File: src/rtl/cmp_pkg.sv
// Shared types and sizing helpers for the digit-serial magnitude comparator.
package cmp_pkg;

    typedef enum logic [1:0] {
        IDLE = 2'd0,
        SCAN = 2'd1,
        DONE = 2'd2
    } cmp_state_t;

    function automatic int num_digits(input int width, input int digit);
        return width / digit;
    endfunction

    // Digit index width; a single-digit operand still needs a 1-bit index.
    function automatic int idx_width(input int width, input int digit);
        int n;
        n = width / digit;
        return (n > 1) ? $clog2(n) : 1;
    endfunction

endpackage

File: src/rtl/cmp_digit.sv
// Combinational DIGIT-bit magnitude slice: the first differing bit from the
// MSB end decides gt/lt, and the running equality chain gates lower bits.
module cmp_digit #(
    parameter int DIGIT = 4
) (
    input  logic [DIGIT-1:0] a,
    input  logic [DIGIT-1:0] b,
    output logic             gt,
    output logic             lt,
    output logic             eq
);

    logic eq_chain;

    always_comb begin
        eq_chain = 1'b1;
        gt       = 1'b0;
        lt       = 1'b0;
        for (int i = DIGIT - 1; i >= 0; i--) begin
            gt       = gt | (eq_chain &  a[i] & ~b[i]);
            lt       = lt | (eq_chain & ~a[i] &  b[i]);
            eq_chain = eq_chain & ~(a[i] ^ b[i]);
        end
        eq = eq_chain;
    end

endmodule

File: src/rtl/seq_magnitude_comparator.sv
// Digit-serial MSB-first magnitude comparator with early exit and valid/ready
// handshakes. Define CMP_SIGNED_EN to add the is_signed port (two's complement).
module seq_magnitude_comparator
    import cmp_pkg::*;
#(
    parameter int WIDTH = 16,
    parameter int DIGIT = 4
) (
    input  logic             clk,
    input  logic             rst_n,
    input  logic             in_valid,
    output logic             in_ready,
    input  logic [WIDTH-1:0] a,
    input  logic [WIDTH-1:0] b,
`ifdef CMP_SIGNED_EN
    input  logic             is_signed,
`endif
    output logic             out_valid,
    input  logic             out_ready,
    output logic             a_greater,
    output logic             a_less,
    output logic             a_equal_b
);

    localparam int NUM_DIGITS = num_digits(WIDTH, DIGIT);
    localparam int IDX_W      = idx_width(WIDTH, DIGIT);
    localparam logic [IDX_W-1:0] IDX_MSB = IDX_W'(NUM_DIGITS - 1);

    if ((DIGIT < 1) || (DIGIT > WIDTH) || ((WIDTH % DIGIT) != 0)) begin : g_bad_param
        $error("seq_magnitude_comparator: WIDTH must be a multiple of DIGIT and DIGIT in [1, WIDTH]");
    end

    cmp_state_t       state, state_nxt;
    logic [IDX_W-1:0] idx;
    logic [WIDTH-1:0] a_r, b_r;
    logic             gt_r, lt_r, eq_r;
    logic [DIGIT-1:0] a_dig, b_dig;
    logic             dig_gt, dig_lt, dig_eq;
    logic             accept, last_digit;

    assign accept     = (state == IDLE) && in_valid;
    assign last_digit = (idx == '0);

`ifdef CMP_SIGNED_EN
    localparam logic [DIGIT-1:0] SIGN_MASK = DIGIT'(1) << (DIGIT - 1);
    logic signed_r;

    always_ff @(posedge clk or negedge rst_n) begin
        if (!rst_n) begin
            signed_r <= 1'b0;
        end else if (accept) begin
            signed_r <= is_signed;
        end
    end
`endif

    // Digit select; in signed mode the operand sign bits are flipped on the MSB
    // digit only, turning two's complement into offset binary.
    always_comb begin
        a_dig = '0;
        b_dig = '0;
        for (int i = 0; i < NUM_DIGITS; i++) begin
            if (idx == IDX_W'(i)) begin
                a_dig = a_r[i*DIGIT +: DIGIT];
                b_dig = b_r[i*DIGIT +: DIGIT];
            end
        end
`ifdef CMP_SIGNED_EN
        if (signed_r && (idx == IDX_MSB)) begin
            a_dig = a_dig ^ SIGN_MASK;
            b_dig = b_dig ^ SIGN_MASK;
        end
`endif
    end

    cmp_digit #(.DIGIT(DIGIT)) u_digit (
        .a  (a_dig),
        .b  (b_dig),
        .gt (dig_gt),
        .lt (dig_lt),
        .eq (dig_eq)
    );

    always_ff @(posedge clk or negedge rst_n) begin
        if (!rst_n) begin
            state <= IDLE;
        end else begin
            state <= state_nxt;
        end
    end

    always_comb begin
        state_nxt = state;
        case (state)
            IDLE: if (in_valid)                 state_nxt = SCAN;
            SCAN: if (!dig_eq || last_digit)    state_nxt = DONE;
            DONE: if (out_ready)                state_nxt = IDLE;
            default:                            state_nxt = IDLE;
        endcase
    end

    always_ff @(posedge clk or negedge rst_n) begin
        if (!rst_n) begin
            idx  <= '0;
            a_r  <= '0;
            b_r  <= '0;
            gt_r <= 1'b0;
            lt_r <= 1'b0;
            eq_r <= 1'b0;
        end else if (accept) begin
            idx  <= IDX_MSB;
            a_r  <= a;
            b_r  <= b;
        end else if (state == SCAN) begin
            if (!dig_eq) begin
                gt_r <= dig_gt;
                lt_r <= dig_lt;
                eq_r <= 1'b0;
            end else if (last_digit) begin
                gt_r <= 1'b0;
                lt_r <= 1'b0;
                eq_r <= 1'b1;
            end else begin
                idx  <= idx - 1'b1;
            end
        end
    end

    assign in_ready  = (state == IDLE);
    assign out_valid = (state == DONE);
    assign a_greater = out_valid & gt_r;
    assign a_less    = out_valid & lt_r;
    assign a_equal_b = out_valid & eq_r;

endmodule

File: config.mk
export PLATFORM = sky130hd
export DESIGN_NAME = seq_magnitude_comparator
export DESIGN_NICKNAME = d
export VERILOG_FILES = /design/src/rtl/cmp_pkg.sv /design/src/rtl/cmp_digit.sv /design/src/rtl/seq_magnitude_comparator.sv
export SDC_FILE = /design/constraint.sdc
export NUM_CORES = 1
export LEC_CHECK = 0
export BUFFER_PORTS_ARGS = -buffer_cell sky130_fd_sc_hd__clkbuf_2
export CAP_MARGIN = 20
export CORE_MARGIN = 1
export CORE_UTILIZATION = 44
export CTS_CLUSTER_DIAMETER = 50
export DETAILED_ROUTE_END_ITERATION = 16
export GPL_TIMING_DRIVEN = 0
export PLACE_DENSITY = 0.72
export SLEW_MARGIN = 20
export SYNTH_ARGS = -nofsm -noshare
export SYNTH_HDL_FRONTEND = slang
export SYNTH_SLANG_ARGS = --single-unit
File: constraint.sdc
create_clock -name clk -period 2.55 [get_ports clk]
set_input_delay 0.255 -clock clk [delete_from_list [all_inputs] [get_ports clk]]
set_output_delay 0.255 -clock clk [all_outputs]
set_load 0.05 [all_outputs]
==> flow_summary.yaml <==
power_and_ir_drop:
  power_density_mw_per_mm2: 1250
  ir_drop_mv: 0.503
  p_total_mw: 3.30
  p_leak_nw: 1.19
cells_and_area:
  final_common_cell: "clkbuf_2"
  nets: 270
  syn_to_final_growth_pct: 32.2
  final_cell_mix: "clkbuf_2, dfrtp_1, mux2_2, buf_4, nor2_1"
  drive_gt1_share_pct: 54.6
  num_antenna_cells: 0
cts:
  clock-sinks: 39
  cts.hold.buffers_added: 0
  clockBufferDepth: 2
  clk_pin_slew_ns: 0.08
  cts_buffers: 5
  clock_latency_ns: 0.30
  root_buffer: "clkbuf_8"
  cts_tree: "done"
  htree_num_levels: 2
global_route:
  grt_max_degree: 40
  grt_pass1_wl_um: 7220
  grt_usage_pct: 19.2
  grt-ovfl-total: 0
  grt_pass1_vias: 1546
  antenna_found_initial: 0
timing:
  fmax_ghz: 0.378
  layout_setup_ws_ns: -0.0969
  setup_viol: 4
  grt_setup_unrepaired: "yes"
  worst_pin_slew_ns: 0.857
  max_slew_margin_pct: 42.9
  hold_viol_final: 0
  finalCritPeriodShare_pct: 104
  maxSlewViolCount: 0
  holdWs_ns: 0.0654
  finClkSkew_ns: 0.0101
  fin_crit_ns: 2.65
die:
  num_io_pins: 41
  initial_core_util_pct: 46.0
  die_x_um: 69.5
  row_count: 24
  die_area_mm2: 0.00483
  coreArea_mm2: 0.00435
  die_h_um: 69.5
synthesis:
  syn_area_per_cell_um2: 12.0
  syn-num-nets: 209
  synthesis.area_mm2: 0.00200
  synth_top_area_cell: "dfrtp_1"
  synth_edf_count: 0
  yosysUniqueCellTypes: 44
  synth_area_leaders: "dfrtp_1, mux2_2, ha_1, a21oi_1, nor2_1"
  async_flop_share_pct: 100
  ys_ff_latch: 39
  netlist_instances: 167
  yosysSeqAreaShare_pct: 48.7
  ys.flop_type: "dfrtp_1"
  synth_top_area_share_pct: 48.7
  ys_warn_count: 0
place:
  place_congestion: 0.774
  port_buffers: 40
  hpwl_um: 3000
critical_path:
  critical_path_arrival_ns: 2.84
  cp-start-kind: "flop"
  crit_path_end_kind: "flop"
  path_class: "reg2reg"
  critPathMaxFanout: 6
  cp.required_ns: 2.75
  timing.critical_path.from: "idx[1]"
  r2r_start: "idx[1]"
status:
  failed_checks: "setup timing"
  outcome: "complete, but fails checks"
routing:
  num_vias: 1561
  ant_nets: 0
  wl_per_cell_um: 16.2
  routed_wl_um: 4570
  drc: 0
  first_iter_violations: 60
  viasPerCell: 5.56
  firstDrtPassIters: 4
hold_path:
  holdCritPathClass: "in2async"
flow_run:
  maxCapViolCount: 0
-- cell families after synthesis --
family / Yosys count / share of synthesized area (%)
AO/OA/AOI/OAI: 39 / 14.2
adder cells (fa/ha/maj): 6 / 3.75
buffers and inverters: 16 / 3.50
flip-flops: 39 / 48.7
multiplexers: 34 / 19.0
AND/OR/NAND/NOR: 33 / 10.8
-- routing by layer --
layer	wire, um	GRT usage (%)	share of wire [%]
met1	1980	23.5	43
met2	2340	31.6	51
met3	178	5.81	3.9
met4	66	7.94	1.4
met5	0	0	0
-- critical path, stage by stage (launching register included) --
cell	delay [ns]
dfrtp_2	0.45
buf_6	0.13
ha_4	0.15
or2_4	0.23
buf_8	0.13
a221o_1	0.33
o211a_4	0.18
and4bb_4	0.32
nand3_4	0.09
nor3b_4	0.27
mux2i_1	0.26
-- flip-flops by register name (all words and copies together) (netlist names) --
signal and cells:
b_r 16, state 2, gt_r 1, eq_r 1, a_r 16, lt_r 1
idx 2
-- timing repair --
action                     4_1_cts  5_1_grt
setup endpoints to repair        6        7
resized for setup               17       21
gates cloned                     0        0
buffers inserted                 6        9
pin swaps                        6        9
-- synth_stat cells, types with 3 or more instances --
| library cell | instances |
|---|---|
| mux2_2 | 32 |
| buf_1 | 3 |
| a221oi_1 | 3 |
| a21oi_1 | 9 |
| ha_1 | 6 |
| nor2b_1 | 4 |
| inv_1 | 8 |
| dfrtp_1 | 39 |
| o22ai_1 | 4 |
| and2_1 | 4 |
| nor2_1 | 11 |
-- where the power goes --
part           internal (mW)  total (mW)  switching (mW)
registers              0.913        1.12           0.202
clock network          0.391       0.610           0.218
logic                  0.833        1.57           0.741
total                   2.14        3.30            1.16
-- final timing paths --
| check | slack (ns) | to | cells after the start |
|---|---|---|---|
| worst min-delay path | 0.07 | b_r[3] | 1 |
| worst min register to register | 0.51 | a_r[3] | 1 |
| min in group clk | 0.18 | a_r[14] | 2 |
| max in group asynchronous | 1.89 | idx[0] | 1 |
| worst max register to register | -0.1 | idx[0] | 10 |
| worst max-delay path | -0.1 | idx[0] | 10 |
-- metrics by stage --
stage          util, %  setup TNS, ns  std cells  area, um^2  worst slack (ns)
6_report          60.8         -0.212        281        2650           -0.0969
5_1_grt           60.8         -0.637        281        2650            -0.160
4_1_cts           58.0              0        272        2520           0.00712
3_5_place_dp      52.1          -1.10        259        2270            -0.245
3_3_place_gp      52.1         -0.792        259        2270            -0.197
2_1_floorplan        -              0        167        2000             0.117
-- area by class of cell --
cell class / instances / area (um^2)
multi-input combinational: 112 / 1070
timing repair buffer: 55 / 320
tap: 52 / 65.1
buffer: 7 / 48.8
inverter: 8 / 32.5
clock buffer: 6 / 72.6
clock inverter: 2 / 60.1
sequential: 39 / 978
fill: 347 / 1710
(Power assumes the default switching activity.)
